**config.mk**
```make
export PLATFORM = sky130hd
export DESIGN_NAME = enc8to3_queue_flat
export DESIGN_NICKNAME = d
export VERILOG_FILES = /design/src/rtl/enc8to3_queue_if.sv /design/src/rtl/enc8to3_queue.sv /design/src/flat_wrapper.sv
export SDC_FILE = /design/constraint.sdc
export NUM_CORES = 1
export LEC_CHECK = 0
export ABC_AREA = 1
export CORE_ASPECT_RATIO = 1.1
export CORE_MARGIN = 2
export CORE_UTILIZATION = 30
export DETAILED_ROUTE_END_ITERATION = 8
export GPL_TIMING_DRIVEN = 1
export SYNTH_ARGS = -nofsm -noshare
export SYNTH_HDL_FRONTEND = slang
export SYNTH_SLANG_ARGS = --single-unit
```
**constraint.sdc**
```tcl
create_clock -name clk -period 3.45 [get_ports clk]
set_input_delay 0.8625 -clock clk [delete_from_list [all_inputs] [get_ports clk]]
set_output_delay 0.8625 -clock clk [all_outputs]
set_load 0.005 [all_outputs]
```
**src/rtl/enc8to3_queue_if.sv**
```systemverilog
// Request/code handshake bundle for the 8-to-3 queueing encoder.
// master = producer/consumer side, slave = the encoder.
interface enc8to3_queue_if;
  logic       en;
  logic [7:0] d;
  logic [2:0] y;
  logic       valid;
  logic       ack;
  logic [7:0] pend;
  logic       ovf;

  modport master (
    output en, d, ack,
    input  y, valid, pend, ovf
  );

  modport slave (
    input  en, d, ack,
    output y, valid, pend, ovf
  );
endinterface

```
**src/rtl/enc8to3_queue.sv**
```systemverilog
// Sequential 8-to-3 encoder: latches request pulses into a pending
// register and presents one index at a time over valid/ack.
module enc8to3_queue #(
  parameter bit ROUND_ROBIN = 1'b0
) (
  input  logic             clk,
  input  logic             resetn,
  enc8to3_queue_if.slave   q
);

  typedef enum logic {IDLE, PRESENT} state_t;

  state_t     state_q, state_d;
  logic [7:0] pend_q, pend_d;
  logic [2:0] y_q, y_d;
  logic [2:0] last_q, last_d;
  logic       valid_q, valid_d;
  logic       ovf_q, ovf_d;

  logic       acc;
  logic [7:0] clr;
  logic [7:0] cap;
  logic [7:0] rem;

  // Scan starts after 'last' in rotating mode, at 0 otherwise.
  function automatic logic [2:0] sel(
    input logic [7:0] p,
    input logic [2:0] last
  );
    logic [2:0] idx;
    logic       found;
    sel   = '0;
    found = 1'b0;
    for (int k = 0; k < 8; k++) begin
      idx = ROUND_ROBIN ? last + 3'(k + 1) : 3'(k);
      if (!found && p[idx]) begin
        sel   = idx;
        found = 1'b1;
      end
    end
  endfunction

  always_comb begin
    acc     = valid_q && q.ack;
    clr     = acc ? (8'h01 << y_q) : 8'h00;
    cap     = q.d & {8{q.en}};
    rem     = pend_q & ~clr;
    pend_d  = rem | cap;
    ovf_d   = ovf_q | (|(cap & pend_q & ~clr));
    state_d = state_q;
    y_d     = y_q;
    valid_d = valid_q;
    last_d  = last_q;
    unique case (state_q)
      IDLE: begin
        if (pend_q != 8'h00) begin
          y_d     = sel(pend_q, last_q);
          valid_d = 1'b1;
          state_d = PRESENT;
        end
      end
      PRESENT: begin
        if (q.ack) begin
          if (ROUND_ROBIN) last_d = y_q;
          if (rem != 8'h00) begin
            y_d = sel(rem, ROUND_ROBIN ? y_q : last_q);
          end else begin
            valid_d = 1'b0;
            state_d = IDLE;
          end
        end
      end
      default: state_d = IDLE;
    endcase
  end

  always_ff @(posedge clk or negedge resetn) begin
    if (!resetn) begin
      state_q <= IDLE;
      pend_q  <= 8'h00;
      y_q     <= 3'd0;
      valid_q <= 1'b0;
      ovf_q   <= 1'b0;
      last_q  <= 3'd7;
    end else begin
      state_q <= state_d;
      pend_q  <= pend_d;
      y_q     <= y_d;
      valid_q <= valid_d;
      ovf_q   <= ovf_d;
      last_q  <= last_d;
    end
  end

  assign q.y     = y_q;
  assign q.valid = valid_q;
  assign q.pend  = pend_q;
  assign q.ovf   = ovf_q;

endmodule

```
**src/flat_wrapper.sv**
```systemverilog
// flat-port wrapper written by rule: the top's interface ports become plain ports
module enc8to3_queue_flat 
#(
  parameter bit ROUND_ROBIN = 1'b0
)
  (clk, resetn, q_en, q_d, q_ack, q_y, q_valid, q_pend, q_ovf);
  enc8to3_queue_if q_i ();
  input  logic clk;
  input  logic resetn;
  input wire logic [$bits(q_i.en)-1:0] q_en;
  input wire logic [$bits(q_i.d)-1:0] q_d;
  input wire logic [$bits(q_i.ack)-1:0] q_ack;
  output wire logic [$bits(q_i.y)-1:0] q_y;
  output wire logic [$bits(q_i.valid)-1:0] q_valid;
  output wire logic [$bits(q_i.pend)-1:0] q_pend;
  output wire logic [$bits(q_i.ovf)-1:0] q_ovf;
  assign q_i.en = q_en;
  assign q_i.d = q_d;
  assign q_i.ack = q_ack;
  assign q_y = q_i.y;
  assign q_valid = q_i.valid;
  assign q_pend = q_i.pend;
  assign q_ovf = q_i.ovf;
  enc8to3_queue #(.ROUND_ROBIN(ROUND_ROBIN)) u_core (.clk(clk), .resetn(resetn), .q(q_i));
endmodule
```
==> key figures, run 1 <==
Routing
  • Detailed-route vias per instance: 4.94
  • Drt wl/cell: 12.2 um
  • Post-route ant nets: 0
  • Routed WL: 2440 um
  • Router iterations before antenna repair: 4
  • DRT iter0 DRCs: 21
  • # DRC: 0
  • Vias: 984

Floorplanning
  • IO Count: 25
  • Die Width: 59.1 um
  • Starting Density: 30.6%
  • Core Area: 0.00328 sq mm
  • # rows: 22
  • Die footprint: 0.00382 sq mm
  • Die H: 64.6 um

Logic synthesis
  • Synth Area in Simple Gates: 41.5%
  • Top cells by area, synth: dfrtp_1 (35%), nand2_1 (9.7%), inv_1 (8.6%)
  • Post-synth top flop: dfrtp_1
  • Synth top cells by count: nand2_1 (26), inv_1 (23), dfrtp_1 (14), nor2_1 (14), o21ai_0 (9)
  • Seq/Total Area, Yosys: 35.0%
  • Post-synthesis cell type count: 24
  • Synth Area in Adders: 0%
  • Post-synth EDFFs: 0
  • Synth Area in Compound Gates: 14.3%
  • Top-count cell post-synth: nand2_1
  • Main combinational cell family by area after synthesis: simple AND/OR/NAND/NOR gates
  • Mapped Area: 0.00100 sq mm
  • Post-synth top area cell: dfrtp_1
  • Synth Area in XOR/XNOR: 0%
  • Post-synthesis mux area share: 0%
  • Syn Area/Cell: 7.41 sq um
  • Syn_nets: 147
  • Ys async rst share: 100%
  • Post-synth top area share: 35.0%
  • Total number of yosys warnings: 0
  • Seq cells post-synth: 14
  • Syn Inst Count: 135

Finish
  • FF/Latch Area: 350 sq um
  • Nets: 176
  • Footprint of the multi-input gates: 558 sq um
  • Fillers: 333
  • Layout area overhead: 32.1%
  • Share of cells above drive strength 1: 18.4%
  • Layout Cell Area excl Fill: 0.00132 sq mm
  • Antenna Cells: 0

STA
  • Slew Limit Fails: 0
  • Endpoints failing setup: 0
  • Final min period: 2.29 ns
  • RSZ-0062 raised after global routing: false
  • Worst slew pin tran: 0.635 ns
  • Max-slew headroom: 57.5%
  • Skew final: 0.00217 ns
  • Period utilization: 66.5%
  • Total negative slack: 0 ns
  • Setup ws final: 1.16 ns
  • Fin. Hold Viols: 0
  • Fmax: 436 MHz

Placed design
  • Worst slack, placed: 0.842 ns
  • Placed Area: 0.00129 sq mm
  • # port buffers: 24
  • GPL Wtd Cong: 0.805
  • Post-DP HPWL: 2070 um

Critical path
  • CP required: 3.64 ns
  • CP Capture Type: flop
  • CP startpoint kind: input pin
  • Crit path DAT: 2.48 ns
  • CP max stage delay: 0.57 ns
  • Cell Chain, Critical Path: clkdlybuf4s50_1, nand3_1, o21ai_2, nand2_2, nor2_8, nand3_4, nand2_4, inv_4, nor2_2, a21oi_2
  • Critical path's slowest cell: clkdlybuf4s50_1
  • CP Max Fanout: 6
  • Setup CP Type: input pin to flop

Clock network
  • CTS sink count: 14
  • # resized after CTS: 0
  • Clock slew at reported path FFs: 0.08 ns
  • Worst skew pair latency: 0.29 ns
  • Root Driver: clkbuf_4
  • Clock tree buffer depth: 2
  • Setup bufs post-CTS: 0
  • Cts-stage hold buffer count: 0
  • H-tree lvl count: 1
  • Clock buffer count from CTS: 3
  • CTS tree: built

Status
  • Status: complete, no violations

GRT
  • Gr usage total: 14.8%
  • Pin count of the biggest net entering global routing: 15
  • GRT overflow: 0
  • Antenna violations before repair: 0
  • Number of global-route vias before repair: 963
  • Wire length of the first global-routing pass: 4260 um

Pwr
  • Pwr dens: 504 mW/mm^2
  • Leak Pwr: 0.000616 uW
  • Total Power: 667 uW
  • VDD IR max: 0.215 mV

Hold path
  • Hold crit path type: flop to flop

Run
  • Maxcap violations: 0
==> kinds of logic (layout without fill, tap and decap cells) <==
group,after synthesis,after routing
compound gates,22,22
simple gates,75,75
flops,14,14
buf+inv,24,52
==> final cells by class <==
cell class / count / area share, %
Timing Repair Buffer: 24 / 18.2
Sequential cell: 14 / 26.5
Tap cell: 36 / 3.41
Multi-Input combinational cell: 97 / 42.2
Clock buffer: 4 / 2.74
Inverter: 24 / 7.00
==> sequential cells by signal, summed over array words and instances, names as in the netlist <==
register,cells
u_core.q.valid,1
u_core.q.ovf,1
u_core.q.y,3
u_core.state_q,1
u_core.q.pend,8
==> final timing paths <==
kind,depth (start not counted),to,from,slack (ns)
setup / recovery,10,u_core.q.y[0],q_ack,1.16
hold / removal,2,u_core.q.ovf,u_core.q.ovf,0.53
setup reg to reg,10,u_core.q.y[0],u_core.q.y[2],1.73
hold reg to reg,2,u_core.q.ovf,u_core.q.ovf,0.53
max in group asynchronous,1,u_core.q.y[1],resetn,2.08
min in group asynchronous,1,u_core.q.pend[3],resetn,0.96
==> power breakdown <==
group / switching (uW) / internal (uW) / total (uW) / leakage (uW)
logic: 161 / 137 / 298 / 0.000454
clock network: 56.1 / 64.4 / 120 / 0.0000210
registers: 52.1 / 196 / 249 / 0.000141
total: 269 / 398 / 667 / 0.000616
==> routing by layer <==
metal / track usage, % / part of all wire, % / vias to the layer above
met3: 3.19 / 4.0 / 5
met5: 0 / 0 / -
met4: 5.97 / 1.8 / 0
met1: 17.0 / 40 / 457
li1: - / - / 493
met2: 26.1 / 54 / 29
==> critical path: cells and delay by family <==
family	cells	cell delay, ns
AO/OA/AOI/OAI	2	0.27
AND/OR/NAND/NOR	6	0.72
buffers and inverters	2	0.62
==> cells in the final DEF, fill, tap and decap left out <==
cell type / netlist / routed
inv_4: 1 / 1
nor3_1: 5 / 5
inv_1: 23 / 23
nand3_1: 8 / 8
nor2_1: 14 / 14
nand2_1: 26 / 26
nor4_1: 1 / 1
a21oi_1: 1 / 1
clkbuf_4: 0 / 3
o211ai_1: 1 / 1
clkdlybuf4s50_1: 0 / 24
o21ai_2: 6 / 6
nor2_8: 1 / 1
clkbuf_8: 0 / 1
nand2_2: 6 / 6
nor2_4: 2 / 2
a21oi_2: 1 / 1
nor2_2: 2 / 2
nand4_1: 3 / 3
a31oi_1: 2 / 2
o22ai_1: 1 / 1
nand3_4: 1 / 1
o21ai_1: 1 / 1
o21ai_0: 9 / 9
nand3_2: 2 / 2
dfrtp_1: 14 / 14
nand2_4: 4 / 4
==> stage by stage <==
step | hold slack (ns) | cells | utilization [%]
CTS | 0.531 | 199 | 40.4
global route | 0.552 | 199 | 40.4
detailed placement | 0.507 | 195 | 39.3
finish | 0.532 | 199 | 40.4
floorplan | 0.480 | 135 | -
global placement | 0.480 | 195 | 39.3
Note: power is estimated with default switching activity, not from simulation.
==> run 2, diff against run 1 <==
Clock period 3.45 ns to 2.2 ns, I/O delays scaled along.
==> key figures, run 2 (synthesis gave the netlist of run 1 again) <==
Floorplanning
  • # rows: 22 (unchanged)
  • Core Area: 0.00328 sq mm (unchanged)
  • Die footprint: 0.00382 sq mm (unchanged)
  • Starting Density: 30.6% (unchanged)
  • Die Width: 59.1 um (unchanged)
  • Die H: 64.6 um (unchanged)
  • IO Count: 25 (unchanged)

Critical path
  • CP top delay family: simple AND/OR/NAND/NOR gates (unchanged)
  • CP startpoint kind: input pin (unchanged)
  • Setup slack, reg-to-reg: 0.60 ns (was 1.73 ns)
  • CP required: 2.39 ns (was 3.64 ns)
  • Critical path's slowest cell: clkdlybuf4s50_1 (unchanged)
  • CP Max Fanout: 5 (was 6)
  • Crit path DAT: 2.13 ns (was 2.48 ns)
  • Bufs and invs on worst path: 2 (unchanged)
  • Setup CP Type: input pin to flop (unchanged)
  • CP Capture Type: flop (unchanged)
  • Cell Chain, Critical Path: clkdlybuf4s50_1, nand3_2, o21ai_2, nand2_2, nor2_4, nand3_4, nand2_4, inv_4, nor2_2, a21oi_2 (was clkdlybuf4s50_1, nand3_1, o21ai_2, nand2_2, nor2_8, nand3_4, nand2_4, inv_4, nor2_2, a21oi_2)
  • CP max stage delay: 0.57 ns (about the same)

Pwr
  • Total Power: 1060 uW (was 667 uW)
  • VDD IR max: 0.275 mV (was 0.215 mV)
  • Leak Pwr: 0.000640 uW (was 0.000616 uW)
  • Pwr dens: 784 mW/mm^2 (was 504 mW/mm^2)

Placed design
  • Post-DP HPWL: 2140 um (was 2070 um)
  • Cells after DPL: 201 (was 195)
  • GPL Wtd Cong: 0.884 (was 0.805)
  • # port buffers: 24 (unchanged)
  • Worst slack, placed: -0.0574 ns (was 0.842 ns)

Clock network
  • Clock buffer count from CTS: 3 (unchanged)
  • Cts-stage hold buffer count: 0 (unchanged)
  • Worst skew pair latency: 0.29 ns (about the same)
  • CTS tree: built (unchanged)
  • H-tree lvl count: 1 (unchanged)
  • Clock tree buffer depth: 2 (unchanged)
  • # resized after CTS: 0 (unchanged)
  • Clock slew at reported path FFs: 0.09 ns (was 0.08 ns)
  • CTS sink count: 14 (unchanged)
  • Setup bufs post-CTS: 0 (unchanged)
  • Root Driver: clkbuf_4 (unchanged)

Routing
  • Drt wl/cell: 12.7 um (was 12.2 um)
  • # DRC: 0 (unchanged)
  • Post-route ant nets: 0 (unchanged)
  • Router iterations before antenna repair: 4 (unchanged)
  • Detailed-route vias per instance: 5.00 (was 4.94)
  • Routed WL: 2600 um (was 2440 um)
  • Vias: 1019 (was 984)
  • DRT iter0 DRCs: 19 (was 21)

GRT
  • Gr usage total: 15.5% (was 14.8%)
  • Antenna violations before repair: 0 (unchanged)
  • Wire length of the first global-routing pass: 4480 um (was 4260 um)
  • GRT overflow: 0 (unchanged)
  • Pin count of the biggest net entering global routing: 15 (unchanged)
  • Number of global-route vias before repair: 1038 (was 963)

Finish
  • Nets: 182 (was 176)
  • Share of cells above drive strength 1: 20.8% (was 18.4%)
  • Max FFs per register: 8 (unchanged)
  • Most common cell after layout, fill and taps aside: nand2_1 (unchanged)
  • Antenna Cells: 0 (unchanged)
  • Most frequent cells in the layout: nand2_1 (26), clkdlybuf4s50_1 (24), inv_1 (23) (unchanged)
  • Layout area overhead: 35.3% (was 32.1%)
  • Final Non-Filler Cells: 204 (was 199)
  • Fillers: 345 (was 333)

STA
  • Max-slew headroom: 54.5% (was 57.5%)
  • Total negative slack: 0 ns (unchanged)
  • Period utilization: 88.2%
  • Fin. Hold Viols: 0 (unchanged)
  • Final min period: 1.94 ns
  • Fmax: 515 MHz
  • Skew final: 0.00661 ns (was 0.00217 ns)
  • RSZ-0062 raised after global routing: false (unchanged)
  • Endpoints failing setup: 0 (unchanged)
  • Setup ws final: 0.259 ns (was 1.16 ns)
  • Slew Limit Fails: 0 (unchanged)
  • Worst slew pin tran: 0.681 ns (was 0.635 ns)

Hold path
  • Hold crit path type: flop to flop (unchanged)

Run
  • Maxcap violations: 0 (unchanged)

Status
  • Status: complete, no violations (unchanged)
[run 2: stage by stage]
step | util, % | hold slack, ns | area (sq um)
2_1_floorplan | - | 0.254 | 1000
3_3_place_gp | 40.6 | 0.488 | 1330
3_5_place_dp | 40.6 | 0.491 | 1330
4_1_cts | 41.3 | 0.533 | 1350
5_1_grt | 41.3 | 0.560 | 1350
6_report | 41.3 | 0.524 | 1350
[run 2: area by class of cell]
class | count | area, sq um | area share (%)
Multi-Input combinational cell | 97 | 558 | 41.2
Sequential cell | 14 | 350 | 25.9
Timing Repair Buffer | 30 | 285 | 21.1
Inverter | 24 | 92.6 | 6.84
Tap cell | 36 | 45.0 | 3.33
Clock buffer | 3 | 22.5 | 1.66
[run 2: metal layers]
metal	vias to the layer above	share of wire, %	track usage [%]
li1	502	-	-
met1	487	41	17.6
met2	21	53	27.8
met3	9	2.7	2.79
met4	0	3.0	6.25
met5	-	0	0
[run 2: worst register-to-register path: stages (launching register included)]
cell and delay, ns:
dfrtp_1 0.44, inv_1 0.12, nand2_1 0.09, o21ai_2 0.26, nand2_2 0.10, nor2_4 0.12
nand3_4 0.09, nand2_4 0.09, inv_4 0.05, nor2_2 0.09, a21oi_2 0.04
[run 2: path summary, 6_finish.rpt]
path	to	depth (start not counted)	from
setup reg to reg	u_core.q.y[0]	10	u_core.q.y[1]
max in group asynchronous	u_core.q.pend[0]	1	resetn
min in group asynchronous	u_core.q.pend[6]	1	resetn
setup / recovery	u_core.q.y[0]	10	q_ack
hold / removal	u_core.q.ovf	2	u_core.q.ovf
hold reg to reg	u_core.q.ovf	2	u_core.q.ovf
[run 2: power by group]
group	switching, uW	internal (uW)
registers	87.3	308
logic	262	252
clock network	88.2	63.6
